<file path="src/rtl/mem_port_arbiter_if.sv">
// Bundle of the fetch, load/store and memory-macro signals around
// mem_port_arbiter.
//   if_*   : instruction fetch request / grant / response
//   ls_*   : load/store request / grant / response
//   mem_*  : single-port memory macro strobe, write controls and read data
// Modports:
//   master : the side that drives requests and memory read data
//            (core datapath plus memory macro)
//   slave  : the arbiter
interface mem_port_arbiter_if #(
    parameter int ADDR_W = 32,
    parameter int DATA_W = 32
);
    localparam int BE_W = DATA_W / 8;

    logic              if_req;
    logic [ADDR_W-1:0] if_addr;
    logic              if_gnt;
    logic              if_rvalid;
    logic [DATA_W-1:0] if_rdata;

    logic              ls_req;
    logic              ls_we;
    logic [BE_W-1:0]   ls_be;
    logic [ADDR_W-1:0] ls_addr;
    logic [DATA_W-1:0] ls_wdata;
    logic              ls_gnt;
    logic              ls_rvalid;
    logic [DATA_W-1:0] ls_rdata;

    logic              mem_en;
    logic              mem_we;
    logic [BE_W-1:0]   mem_be;
    logic [ADDR_W-1:0] mem_addr;
    logic [DATA_W-1:0] mem_wdata;
    logic [DATA_W-1:0] mem_rdata;

    modport master (
        output if_req, if_addr, ls_req, ls_we, ls_be, ls_addr, ls_wdata, mem_rdata,
        input  if_gnt, if_rvalid, if_rdata, ls_gnt, ls_rvalid, ls_rdata,
        input  mem_en, mem_we, mem_be, mem_addr, mem_wdata
    );

    modport slave (
        input  if_req, if_addr, ls_req, ls_we, ls_be, ls_addr, ls_wdata, mem_rdata,
        output if_gnt, if_rvalid, if_rdata, ls_gnt, ls_rvalid, ls_rdata,
        output mem_en, mem_we, mem_be, mem_addr, mem_wdata
    );
endinterface

</file>
<file path="src/rtl/mem_port_arbiter.sv">
// Shares a single-port unified memory between instruction fetch (IF) and
// the load/store unit (LS). One transaction is outstanding at a time; LS has
// priority, except that after MAX_STALL consecutive LS wins against a
// pending fetch the fetch is served.
// Ports:
//   clk  : rising-edge clock
//   rst  : asynchronous, active-high reset
//   bus  : slave side of mem_port_arbiter_if (if_*, ls_*, mem_* signals)
// Transaction timeline (T = cycle in which requests are sampled):
//   T+1 ISSUE : mem_* driven, winner's gnt pulse
//   WAIT      : MEM_LAT cycles, read data captured in the last one
//   RESP      : winner's rvalid pulse; requests sampled again here
module mem_port_arbiter #(
    parameter int ADDR_W    = 32,
    parameter int DATA_W    = 32,
    parameter int MEM_LAT   = 1,
    parameter int MAX_STALL = 4
) (
    input logic             clk,
    input logic             rst,
    mem_port_arbiter_if.slave bus
);
    localparam int BE_W = DATA_W / 8;
    localparam logic [2:0] LAT_LAST  = 3'(MEM_LAT - 1);
    localparam logic [3:0] STALL_MAX = 4'(MAX_STALL);

    typedef enum logic [1:0] {
        ST_IDLE  = 2'd0,
        ST_ISSUE = 2'd1,
        ST_WAIT  = 2'd2,
        ST_RESP  = 2'd3
    } state_t;

    state_t            state_r;
    state_t            state_s;
    logic [2:0]        lat_r;
    logic [3:0]        stall_r;
    logic [3:0]        stall_nxt_s;
    logic              owner_ls_r;
    logic              owner_we_r;
    logic              sample_s;
    logic              any_req_s;
    logic              pick_ls_s;
    logic              wait_done_s;

    logic              if_gnt_r;
    logic              if_rvalid_r;
    logic [DATA_W-1:0] if_rdata_r;
    logic              ls_gnt_r;
    logic              ls_rvalid_r;
    logic [DATA_W-1:0] ls_rdata_r;
    logic              mem_en_r;
    logic              mem_we_r;
    logic [BE_W-1:0]   mem_be_r;
    logic [ADDR_W-1:0] mem_addr_r;
    logic [DATA_W-1:0] mem_wdata_r;

    // Arbitration decision and anti-starvation counter update.
    always_comb begin
        sample_s    = (state_r == ST_IDLE) || (state_r == ST_RESP);
        any_req_s   = bus.if_req || bus.ls_req;
        wait_done_s = (lat_r == LAT_LAST);
        pick_ls_s   = 1'b0;
        stall_nxt_s = 4'd0;
        if (bus.ls_req && bus.if_req) begin
            pick_ls_s = (stall_r != STALL_MAX);
        end else begin
            pick_ls_s = bus.ls_req;
        end
        // Only LS wins against a waiting fetch advance the counter.
        if (pick_ls_s && bus.if_req) begin
            stall_nxt_s = (stall_r == STALL_MAX) ? stall_r : (stall_r + 4'd1);
        end else begin
            stall_nxt_s = 4'd0;
        end
    end

    // Next-state logic of the transaction sequencer.
    always_comb begin
        state_s = state_r;
        case (state_r)
            ST_IDLE:  state_s = any_req_s ? ST_ISSUE : ST_IDLE;
            ST_ISSUE: state_s = ST_WAIT;
            ST_WAIT:  state_s = wait_done_s ? ST_RESP : ST_WAIT;
            ST_RESP:  state_s = any_req_s ? ST_ISSUE : ST_IDLE;
            default:  state_s = ST_IDLE;
        endcase
    end

    // Sequencer state register.
    always_ff @(posedge clk or posedge rst) begin
        if (rst) begin
            state_r <= ST_IDLE;
        end else begin
            state_r <= state_s;
        end
    end

    // Registered grant, memory strobe, response capture and bookkeeping.
    always_ff @(posedge clk or posedge rst) begin
        if (rst) begin
            lat_r       <= 3'd0;
            stall_r     <= 4'd0;
            owner_ls_r  <= 1'b0;
            owner_we_r  <= 1'b0;
            if_gnt_r    <= 1'b0;
            if_rvalid_r <= 1'b0;
            if_rdata_r  <= '0;
            ls_gnt_r    <= 1'b0;
            ls_rvalid_r <= 1'b0;
            ls_rdata_r  <= '0;
            mem_en_r    <= 1'b0;
            mem_we_r    <= 1'b0;
            mem_be_r    <= '0;
            mem_addr_r  <= '0;
            mem_wdata_r <= '0;
        end else begin
            // Pulses and memory fields are only ever one cycle wide.
            if_gnt_r    <= 1'b0;
            ls_gnt_r    <= 1'b0;
            if_rvalid_r <= 1'b0;
            ls_rvalid_r <= 1'b0;
            mem_en_r    <= 1'b0;
            mem_we_r    <= 1'b0;
            mem_be_r    <= '0;
            mem_addr_r  <= '0;
            mem_wdata_r <= '0;

            if (sample_s && any_req_s) begin
                stall_r    <= stall_nxt_s;
                owner_ls_r <= pick_ls_s;
                mem_en_r   <= 1'b1;
                if (pick_ls_s) begin
                    owner_we_r  <= bus.ls_we;
                    ls_gnt_r    <= 1'b1;
                    mem_we_r    <= bus.ls_we;
                    mem_be_r    <= bus.ls_we ? bus.ls_be : {BE_W{1'b1}};
                    mem_addr_r  <= bus.ls_addr;
                    mem_wdata_r <= bus.ls_we ? bus.ls_wdata : {DATA_W{1'b0}};
                end else begin
                    owner_we_r  <= 1'b0;
                    if_gnt_r    <= 1'b1;
                    mem_be_r    <= {BE_W{1'b1}};
                    mem_addr_r  <= bus.if_addr;
                end
            end

            if (state_r == ST_ISSUE) begin
                lat_r <= 3'd0;
            end else if (state_r == ST_WAIT) begin
                lat_r <= lat_r + 3'd1;
            end

            // Last WAIT cycle: memory data is valid now, present it next cycle.
            if ((state_r == ST_WAIT) && wait_done_s) begin
                if (owner_ls_r) begin
                    ls_rvalid_r <= 1'b1;
                    ls_rdata_r  <= owner_we_r ? {DATA_W{1'b0}} : bus.mem_rdata;
                end else begin
                    if_rvalid_r <= 1'b1;
                    if_rdata_r  <= bus.mem_rdata;
                end
            end
        end
    end

    assign bus.if_gnt    = if_gnt_r;
    assign bus.if_rvalid = if_rvalid_r;
    assign bus.if_rdata  = if_rdata_r;
    assign bus.ls_gnt    = ls_gnt_r;
    assign bus.ls_rvalid = ls_rvalid_r;
    assign bus.ls_rdata  = ls_rdata_r;
    assign bus.mem_en    = mem_en_r;
    assign bus.mem_we    = mem_we_r;
    assign bus.mem_be    = mem_be_r;
    assign bus.mem_addr  = mem_addr_r;
    assign bus.mem_wdata = mem_wdata_r;
endmodule

</file>
<file path="src/flat_wrapper.sv">
// flat-port wrapper written by rule: the top's interface ports become plain ports
module mem_port_arbiter_flat 
#(
    parameter int ADDR_W    = 32,
    parameter int DATA_W    = 32,
    parameter int MEM_LAT   = 1,
    parameter int MAX_STALL = 4
)
  (clk, rst, bus_if_req, bus_if_addr, bus_ls_req, bus_ls_we, bus_ls_be, bus_ls_addr, bus_ls_wdata, bus_mem_rdata, bus_if_gnt, bus_if_rvalid, bus_if_rdata, bus_ls_gnt, bus_ls_rvalid, bus_ls_rdata, bus_mem_en, bus_mem_we, bus_mem_be, bus_mem_addr, bus_mem_wdata);
  mem_port_arbiter_if #(.ADDR_W(ADDR_W), .DATA_W(DATA_W)) bus_i ();
  input logic clk;
  input logic rst;
  input wire logic [$bits(bus_i.if_req)-1:0] bus_if_req;
  input wire logic [$bits(bus_i.if_addr)-1:0] bus_if_addr;
  input wire logic [$bits(bus_i.ls_req)-1:0] bus_ls_req;
  input wire logic [$bits(bus_i.ls_we)-1:0] bus_ls_we;
  input wire logic [$bits(bus_i.ls_be)-1:0] bus_ls_be;
  input wire logic [$bits(bus_i.ls_addr)-1:0] bus_ls_addr;
  input wire logic [$bits(bus_i.ls_wdata)-1:0] bus_ls_wdata;
  input wire logic [$bits(bus_i.mem_rdata)-1:0] bus_mem_rdata;
  output wire logic [$bits(bus_i.if_gnt)-1:0] bus_if_gnt;
  output wire logic [$bits(bus_i.if_rvalid)-1:0] bus_if_rvalid;
  output wire logic [$bits(bus_i.if_rdata)-1:0] bus_if_rdata;
  output wire logic [$bits(bus_i.ls_gnt)-1:0] bus_ls_gnt;
  output wire logic [$bits(bus_i.ls_rvalid)-1:0] bus_ls_rvalid;
  output wire logic [$bits(bus_i.ls_rdata)-1:0] bus_ls_rdata;
  output wire logic [$bits(bus_i.mem_en)-1:0] bus_mem_en;
  output wire logic [$bits(bus_i.mem_we)-1:0] bus_mem_we;
  output wire logic [$bits(bus_i.mem_be)-1:0] bus_mem_be;
  output wire logic [$bits(bus_i.mem_addr)-1:0] bus_mem_addr;
  output wire logic [$bits(bus_i.mem_wdata)-1:0] bus_mem_wdata;
  assign bus_i.if_req = bus_if_req;
  assign bus_i.if_addr = bus_if_addr;
  assign bus_i.ls_req = bus_ls_req;
  assign bus_i.ls_we = bus_ls_we;
  assign bus_i.ls_be = bus_ls_be;
  assign bus_i.ls_addr = bus_ls_addr;
  assign bus_i.ls_wdata = bus_ls_wdata;
  assign bus_i.mem_rdata = bus_mem_rdata;
  assign bus_if_gnt = bus_i.if_gnt;
  assign bus_if_rvalid = bus_i.if_rvalid;
  assign bus_if_rdata = bus_i.if_rdata;
  assign bus_ls_gnt = bus_i.ls_gnt;
  assign bus_ls_rvalid = bus_i.ls_rvalid;
  assign bus_ls_rdata = bus_i.ls_rdata;
  assign bus_mem_en = bus_i.mem_en;
  assign bus_mem_we = bus_i.mem_we;
  assign bus_mem_be = bus_i.mem_be;
  assign bus_mem_addr = bus_i.mem_addr;
  assign bus_mem_wdata = bus_i.mem_wdata;
  mem_port_arbiter #(.ADDR_W(ADDR_W), .DATA_W(DATA_W), .MEM_LAT(MEM_LAT), .MAX_STALL(MAX_STALL)) u_core (.clk(clk), .rst(rst), .bus(bus_i));
endmodule
</file>
<file path="config.mk">
export PLATFORM = sky130hd
export DESIGN_NAME = mem_port_arbiter_flat
export DESIGN_NICKNAME = d
export VERILOG_FILES = /design/src/rtl/mem_port_arbiter_if.sv /design/src/rtl/mem_port_arbiter.sv /design/src/flat_wrapper.sv
export SDC_FILE = /design/constraint.sdc
export NUM_CORES = 1
export LEC_CHECK = 0
export ABC_AREA = 1
export CORE_UTILIZATION = 45
export DETAILED_ROUTE_END_ITERATION = 12
export GPL_ROUTABILITY_DRIVEN = 0
export PLACE_DENSITY = 0.95
export SETUP_SLACK_MARGIN = 0.1
export SLEW_MARGIN = 20
export SYNTH_ARGS = -nofsm -noshare
export SYNTH_HDL_FRONTEND = slang
export SYNTH_SLANG_ARGS = --single-unit
</file>
<file path="constraint.sdc">
create_clock -name clk -period 15.1 [get_ports clk]
set_input_delay 3.02 -clock clk [delete_from_list [all_inputs] [get_ports clk]]
set_output_delay 3.02 -clock clk [all_outputs]
set_load 0.1 [all_outputs]
</file>
# Word level (Yosys, flattened, before mapping)
# Cells that the tools add are included.
[totals]
register_bits = 149
inputBits = 137
output_inout_bits = 138
wordCells = 66
[op_classes]
addsub = 2
n_eq_ne = 6
muxes = 28
bitwise = 1
reduce_logical = 13
[ops]
columns = ["operator", "count"]
rows = [
  ["32-bit 2-to-1 mux", 6],
  ["4-bit 2-to-1 mux", 5],
  ["1-bit 2-to-1 mux", 14],
  ["3-bit 2-to-1 mux", 2],
  ["2-bit one-hot mux with 3 select lines", 1],
  ["2-bit AND reduction", 3],
  ["4-bit by 1-bit adder with 4-bit output, second input constant", 1],
  ["2-bit == test, second input constant", 2],
  ["4-bit by 3-bit == test with 1-bit output, second input constant", 1],
  ["1-bit logical AND", 4],
  ["4-bit by 3-bit != test with 1-bit output, second input constant", 1],
  ["3-bit by 1-bit adder with 3-bit output, second input constant", 1],
  ["3-bit logical NOT", 1],
  ["2-bit by 1-bit == test with 1-bit output, second input constant", 1],
  ["2-bit logical NOT", 1],
  ["1-bit logical OR", 2],
  ["2-bit != test, second input constant", 1],
  ["2-bit nonzero test", 1],
  ["2-bit OR reduction", 1],
  ["1-bit inverter", 1],
]

# Longest topological paths before layout
# Gate-level depths: netlist of run 1.
[depth]
depth_word = 5
depth_mapped = 8
ltp_nobuf = 8

# Worst setup path after synthesis of run 1
# OpenSTA, ideal clock, no wires.
[synth_timing]
path_type = "reg-to-output"
startpoint = "register u_core.if_rdata_r[10], in the netlist u_core.bus.if_rdata[10]"
endpoint = "output port bus_if_rdata[10]"
arrival_ps = 895
t_required_ps = 12080
slack_ps = 11185
path_stages_with_launch = 1
n_path_buf = 0
path_cell_list = "dfrtp_1"
[synth_lines]
columns = ["item", "line", "text"]
rows = [
  ["start: declaration", "mem_port_arbiter.sv:48", "logic [DATA_W-1:0] if_rdata_r;"],
  ["start signal: assignment", "mem_port_arbiter.sv:161", "if_rdata_r <= bus.mem_rdata;"],
  ["end: declaration", "flat_wrapper.sv:23", "output wire logic [$bits(bus_i.if_rdata)-1:0] bus_if_rdata;"],
]
# No word-level cell between the ends.

# Final worst setup path of run 1
[layout_timing]
startpoint = "register u_core.ls_rdata_r[3], in the netlist u_core.bus.ls_rdata[3]"
endpoint = "output port bus_ls_rdata[3]"
[layout_lines]
columns = ["item", "line", "text"]
rows = [
  ["start: declaration", "mem_port_arbiter.sv:51", "logic [DATA_W-1:0] ls_rdata_r;"],
  ["start signal: assignment", "mem_port_arbiter.sv:158", "ls_rdata_r <= owner_we_r ? {DATA_W{1'b0}} : bus.mem_rdata;"],
  ["end: declaration", "flat_wrapper.sv:26", "output wire logic [$bits(bus_i.ls_rdata)-1:0] bus_ls_rdata;"],
]
# No word-level cell between the ends.

==> results of run 1 <==
[cells by family (layout without fill, tap and decap cells)]
| group | after synthesis | count (layout) | synth area share, % |
|---|---|---|---|
| buffers and inverters | 96 | 365 | 7.01 |
| xor gates and xnor gates | 1 | 1 | 0.147 |
| adders and majority gates | 7 | 7 | 1.47 |
| DFF | 149 | 149 | 62.5 |
| and+or+nand+nor | 303 | 303 | 22.8 |
| AOI/OAI and AO/OA | 72 | 72 | 6.06 |
[state kept, by name (all words and copies together), names as in the netlist]
signal and flops:
u_core.bus.mem_wdata 32, u_core.owner_ls_r 1, u_core.bus.ls_rdata 32, u_core.bus.if_rvalid 1
u_core.bus.ls_rvalid 1, u_core.state_r 2, u_core.bus.mem_en 1, u_core.owner_we_r 1
u_core.lat_r 3, u_core.bus.mem_we 1, u_core.bus.ls_gnt 1, u_core.bus.mem_be 4
u_core.bus.if_gnt 1, u_core.stall_r 4, u_core.bus.if_rdata 32, u_core.bus.mem_addr 32
[placed cells by master, fill, tap and decap left out, types with 2 or more instances in the layout]
| cell | n |
|---|---|
| ha_1 | 7 |
| inv_6 | 2 |
| o21ai_1 | 9 |
| nand3_1 | 66 |
| nand2_1 | 152 |
| inv_1 | 50 |
| a21oi_1 | 3 |
| clkinv_2 | 4 |
| dfrtp_1 | 149 |
| nor2_4 | 2 |
| nand4_1 | 34 |
| nor2_1 | 43 |
| clkinvlp_4 | 3 |
| clkdlybuf4s50_1 | 274 |
| o21ai_0 | 59 |
| bufinv_16 | 4 |
| inv_2 | 2 |
| buf_4 | 5 |
| clkbuf_16 | 17 |
[metal layers]
layer | wire length [µm] | global-route usage (%)
met5 | 0 | 0
met4 | 452 | 13.2
met3 | 1800 | 10.4
met2 | 8780 | 43.7
met1 | 6150 | 27.5
[per-stage QoR]
step | hold slack, ps | cell area, µm² | std cells | setup slack (ps)
6_report | 485 | 9380 | 1069 | 10120
5_1_grt | 508 | 9380 | 1069 | 10060
3_3_place_gp | 461 | 8750 | 1037 | 9880
4_1_cts | 485 | 9380 | 1069 | 10100
2_1_floorplan | 449 | 5960 | 628 | 8070
3_5_place_dp | 471 | 8750 | 1037 | 9850
[layout make-up]
cell class / instances / area [µm²] / area share, %
tap: 172 / 215 / 2.29
sequential: 149 / 3730 / 39.8
clock buffer: 19 / 443 / 4.72
inverter: 53 / 204 / 2.17
clock inverter: 13 / 180 / 1.92
multi-input combinational: 383 / 1820 / 19.4
timing repair buffer: 280 / 2790 / 29.8
[how the worst min path moves through the flow]
| stage | slack, ps | to | startpoint |
|---|---|---|---|
| after detailed placement | 470 | u_core.bus.if_rdata[12] | u_core.bus.if_rdata[12] |
| after global placement | 460 | u_core.bus.if_rdata[20] | u_core.bus.if_rdata[20] |
| after CTS | 480 | u_core.bus.if_rdata[12] | u_core.bus.if_rdata[12] |
| after global routing | 510 | u_core.bus.if_rdata[11] | u_core.bus.if_rdata[11] |
| final | 480 | u_core.bus.if_rdata[12] | u_core.bus.if_rdata[12] |
| after floorplan | 450 | u_core.owner_we_r | u_core.owner_we_r |
[worst min-delay path, cell delays in order (launching register included)]
cell and delay (ps):
dfrtp_1 340, o21ai_1 60, nand2_1 50
==> summary by stage, run 1 <==
Finish
Of the cells placed in the final design, the portion with a size suffix greater than 1 is 5.24%. Relative to the synthesized area, the layout overhead comes to 57.3%. The number of fill cells is 825. 0 antenna diodes ended up in the layout. For this run, the post-layout net count is 1,028. The final cell utilization of the core is 73.4%.

Setup path
The maximum fanout count along the critical path is 2. The end of the critical path is bus_ls_rdata[3]. In this run the number of cells on the critical path is 1. STA puts the critical path data required time at 12,080 ps. On the critical path, the stage with the largest delay is an instance of clkdlybuf4s50_1. The worst setup path is captured at an output port. Measured in cells, the most critical reg-to-reg path has a length of 5. Walking the worst path, the cells encountered are clkdlybuf4s50_1. In this run the critical register-to-register path is captured at u_core.bus.mem_wdata[0].

The critical path start-end classification is flop to output port. STA classifies the critical path startpoint as a flop. The total buffers and inverters traversed by the critical path is 1.

Tracing the worst setup path back leads to its startpoint at u_core.bus.ls_rdata[3]. The worst register-to-register path begins at u_core.state_r[0]. In this run the register-to-register setup slack is 12,700 ps.

The arrival time of the worst setup path is 1960 ps. The family with the most delay on the worst path is buffers and inverters. On the worst path, the slowest cell contributes a delay of 1160 ps.

Synth
Counting flops with an async set or reset pin after synthesis yields a share of 100%. The synthesized design devotes to its leading area cell type 62.5% of total area. The net count after synthesis is 772.

The number of instances in the synthesized netlist is 628. The netlist uses 25 different library cells. After synthesis the netlist holds a flip-flop and latch count of 149. By area the synthesized netlist is led by dfrtp_1, nand2_1, nand3_1. The post-synthesis cell area is 0.00596 mm².

nand2_1 is the most common cell in the netlist. dfrtp_1 takes more of the synthesized area than any other cell. The number of synthesized flops with an enable pin is 0. After synthesis, the mean cell area works out to 9.50 µm².

In the synthesized netlist, the cells that appear most often are nand2_1, dfrtp_1, nand3_1, o21ai_0, inv_1. The main flop type after synthesis is dfrtp_1. Of the synthesized area, sequential elements account for 62.5%.

The yosys synthesis warning count is 0.

STA
The number of endpoints failing setup at the final stage is 0. The number of pins exceeding their max-slew limit in the final report is 0. For the final database, setup skew stands at 8.84 ps. Measured against its own limit, the worst slew margin works out to 24.6%. Derived from the worst setup path, the maximum achievable clock frequency is 201 MHz. The final clock period utilization by the worst path is 33.0%. At the pin with the least slew margin, the transition time is 1130 ps. Summed over all failing endpoints, the final setup total negative slack is 0 ps.

Setup repair after global routing left no endpoint under its margin. The number of hold violations in the final report is 0. Counting I/O delays and the setup requirement, the final critical path takes 4980 ps.

Clock tree
Counting the buffers created by CTS gives 17. In this run, post-CTS repair resized a total of 0 instances. The count of hold buffers inserted by post-cts repair is 0. The total number of clock tree sinks is 149. Clock latency on the worst-skew pair, taken at its later pin, is 410 ps. The tree is rooted in a clkbuf_16.

TritonCTS built the clock tree. The CTS clock-pin slew for the worst setup and hold paths is 60 ps. The clock passes through at most 2 buffers.

In this run the post-CTS setup repair buffer count came out at 0. In this run the number of H-tree levels came out at 4.

Die
The initial standard-cell utilization of the core is 46.7%. The overall die width is 117 µm. The floorplan core area is 0.0128 mm². In this run the vertical extent of the chip is 117 µm. The number of rows created at floorplan is 41. The floorplan step defined a die boundary enclosing 0.0137 mm².

The number of top-level pins is 275.

Flow run
Max-cap violations in this run came to 0.

Global routing
The total overflow left after global routing is 0. The overall global routing resource usage is 25.6%. The first-pass GRT wire length is 26.3 mm. The maximum number of pins on one net before global-route repair is 86. The number of antenna violations at the first check in global routing came to 0. The via count of the first global-routing pass is 5,358.

Routing
The via count is 5,537. The total wirelength of the detailed-routed design is 17.2 mm. For this run, the detailed router's first-pass iteration total came to 6. Once detail routing completed, the nets flagged for antenna violations numbered 0. In the routed design, unresolved DRC markers number 0. After detailed routing, the average wire length per cell comes to 16.1 µm. After detailed routing, the number of vias per cell comes to 5.18. For this block, the initial DRC count from the detailed router was 700.

Min path
The type of the most critical hold path is flop to flop. The number of cells traversed by the worst hold path is 2.

Placement
The placed wire-length estimate after detailed placement is 11.4 mm. During placement, the flow inserted port buffers numbering 274.

Run status
The flow ran to the end, and the final reports show no timing, DRC or antenna violations.
Power of run 1 is left out: the tool's default activity adds up to more than one toggle a clock period on the data nets, which glitch-free logic cannot reach.
==> inputs of run 2 (changes only) <==
--- a/config.mk
+++ b/config.mk
@@ -6,10 +6,10 @@
 export NUM_CORES = 1
 export LEC_CHECK = 0
 export ABC_AREA = 1
-export CORE_UTILIZATION = 45
+export CORE_UTILIZATION = 41
 export DETAILED_ROUTE_END_ITERATION = 12
 export GPL_ROUTABILITY_DRIVEN = 0
-export PLACE_DENSITY = 0.95
+export PLACE_DENSITY = 0.91
 export SETUP_SLACK_MARGIN = 0.1
 export SLEW_MARGIN = 20
 export SYNTH_ARGS = -nofsm -noshare
==> constraint.sdc (replaced) <==
create_clock -name clk -period 4.9 [get_ports clk]
set_input_delay 0.98 -clock clk [delete_from_list [all_inputs] [get_ports clk]]
set_output_delay 0.98 -clock clk [all_outputs]
set_load 0.1 [all_outputs]
==> summary by stage, run 2 (same netlist as run 1, synthesis figures left out) <==
Run status
The run finished with clean final reports.

Global routing
For this run the aggregate overflow at the end of global routing stands at 0. The via count of the first global-routing pass is 5,273. The number of antenna violations at the first check in global routing is 0. Entering global routing, the biggest net connects 150 pins. The overall global routing resource usage is 23.6%. The first global-routing pass estimated 26.8 mm of wire.

STA
Measured against its own limit, the worst slew margin works out to 26.1%. At the pin with the least slew margin, the transition time is 1110 ps. The number of pins exceeding their max-slew limit in the final report is 0. Setup repair after global routing left no endpoint under its margin.

Setup violations remaining at the end of the flow were counted as 0. The routed design could run at a clock period as short as 2930 ps. The final clock period utilization by the worst path is 59.7%. Summed over all failing endpoints, the final setup total negative slack is 0 ps.

The post-route clock skew is 5.33 ps. Static timing analysis puts the maximum clock frequency at 342 MHz. The number of hold violations in the final report is 0.

Setup path
The maximum cell stage delay along the critical path is 1150 ps. In this run the number of cells on the critical path is 1. Counting both buffers and inverters, the worst setup path holds a total of 1.

The cell with the largest stage delay on the worst path is clkdlybuf4s50_1. STA classifies the critical path endpoint as an output port. The critical path in this run is classified as flop to output port. The worst setup path is launched from a flop. Grouping stages by cell kind, the critical path spends the most delay in buffers and inverters. The maximum fanout count along the critical path is 1. Traced cell by cell, the critical path runs through clkdlybuf4s50_1. Counting cells, the worst reg-to-reg path comes to 5. At the worst endpoint, the required time is 3920 ps. Data arrives at the worst endpoint at 1950 ps.

Die
Measured along the y axis, the die boundary spans 123 µm. The floorplan has 43 rows. The floorplan core area is 0.0140 mm². The initial standard-cell utilization of the core is 42.5%. During I/O placement, the number of pins put on the boundary was 275. The overall die width is 123 µm. The die area is 0.0150 mm².

Routing
The count of nets left with antenna violations once routing finished came out at 0. For this run, design rule violations remaining after detail routing come to 0. For this block, the initial DRC count from the detailed router was 445. For this block, the routed nets add up to 17.1 mm of wire. Dividing the detail-routed wire length by the instance count gives 15.9 µm.

The first-pass iteration count of the detailed router is 5. The routed layout has 5,498 vias. In the routed layout, each cell is associated on average with a via count of 5.10.

Clock tree
Clock-pin slew was measured on the worst setup and hold paths at 60 ps. The clock tree from TritonCTS is done. For the worst-skew pair, the clock arrives at the later sink with an insertion delay of 420 ps. The count of instances resized after the clock tree is built is 0. The H-tree generated during clock tree synthesis spans 4 levels.

The count of hold buffers inserted by post-cts repair is 0. The number of buffers inserted by post-CTS setup repair is 0. The number of buffers created by CTS is 17.

The clock passes through at most 2 buffers. The total number of clock tree sinks is 149. The clock root buffer is clkbuf_16.

Finish
Excluding fillers, the count of instances in the completed layout stands at 1,077. Cells with a size suffix above 1 make up 4.79% of the layout. Once layout is complete, the utilization of the core stands at 66.9%.

The final layout contains 1,028 nets. The repair_antennas step left the layout with diodes totalling 0. The area growth from synthesis to layout is 57.5%.

The most common cell after layout, fill and taps aside is clkdlybuf4s50_1. The top cell types in the final layout, fill and taps aside, are clkdlybuf4s50_1, nand2_1, dfrtp_1, nand3_1, o21ai_0.

Placement
The number of I/O port buffers is 274. The total placed cells including tap cells is 1,045. After legalization and detailed placement, the total HPWL measured 11.7 mm.

Min path
The min-delay analysis places its worst path in the category flop to flop. Counting instances, the worst hold path has a depth of 2.

Flow run
The max-capacitance violation count is 0.
run 2: per-layer routing:
| layer | part of all wire (%) | global-route usage (%) | wire (µm) | up-vias |
|---|---|---|---|---|
| met5 | 0 | 0 | 0 | - |
| met3 | 11 | 8.88 | 1810 | 32 |
| li1 | - | - | - | 2546 |
| met1 | 36 | 26.0 | 6190 | 2642 |
| met2 | 51 | 40.4 | 8730 | 278 |
| met4 | 2.3 | 10.1 | 399 | 0 |
run 2: layout make-up:
cell class | instances | area [µm²]
inverters | 53 | 203
multi-input cells | 383 | 1820
clock inverters | 8 | 148
well taps | 180 | 225
flip-flops and latches | 149 | 3730
repair buffers | 280 | 2800
clock buffers | 24 | 472
fillers | 1073 | 4650
run 2: worst paths after layout:
| kind | start | endpoint | slack, ps |
|---|---|---|---|
| setup / recovery | u_core.bus.mem_addr[1] | bus_mem_addr[1] | 1970 |
| hold / removal | u_core.bus.if_rdata[8] | u_core.bus.if_rdata[8] | 480 |
| setup reg to reg | u_core.state_r[0] | u_core.bus.mem_wdata[2] | 2570 |
| hold reg to reg | u_core.bus.if_rdata[8] | u_core.bus.if_rdata[8] | 480 |
| max in group asynchronous | rst | u_core.bus.mem_addr[8] | 3190 |
| min in group asynchronous | rst | u_core.bus.if_rdata[19] | 1130 |
run 2: worst reg2reg max path: cells and delay by family (launching register included):
kind | cells | cell delay, ps
AND/OR/NAND/NOR | 2 | 1150
buffers and inverters | 2 | 410
adder cells (fa/ha/maj) | 1 | 290
flip-flops | 1 | 380
run 2: stage by stage:
stage | hold slack [ps] | area (µm²) | setup WS, ps
6_report | 480 | 9390 | 1970
4_1_cts | 485 | 9390 | 1930
5_1_grt | 501 | 9390 | 1850
2_1_floorplan | 449 | 5970 | 2050
3_3_place_gp | 462 | 8770 | 1710
3_5_place_dp | 472 | 8770 | 1650
Power of run 2 is left out for the same reason.
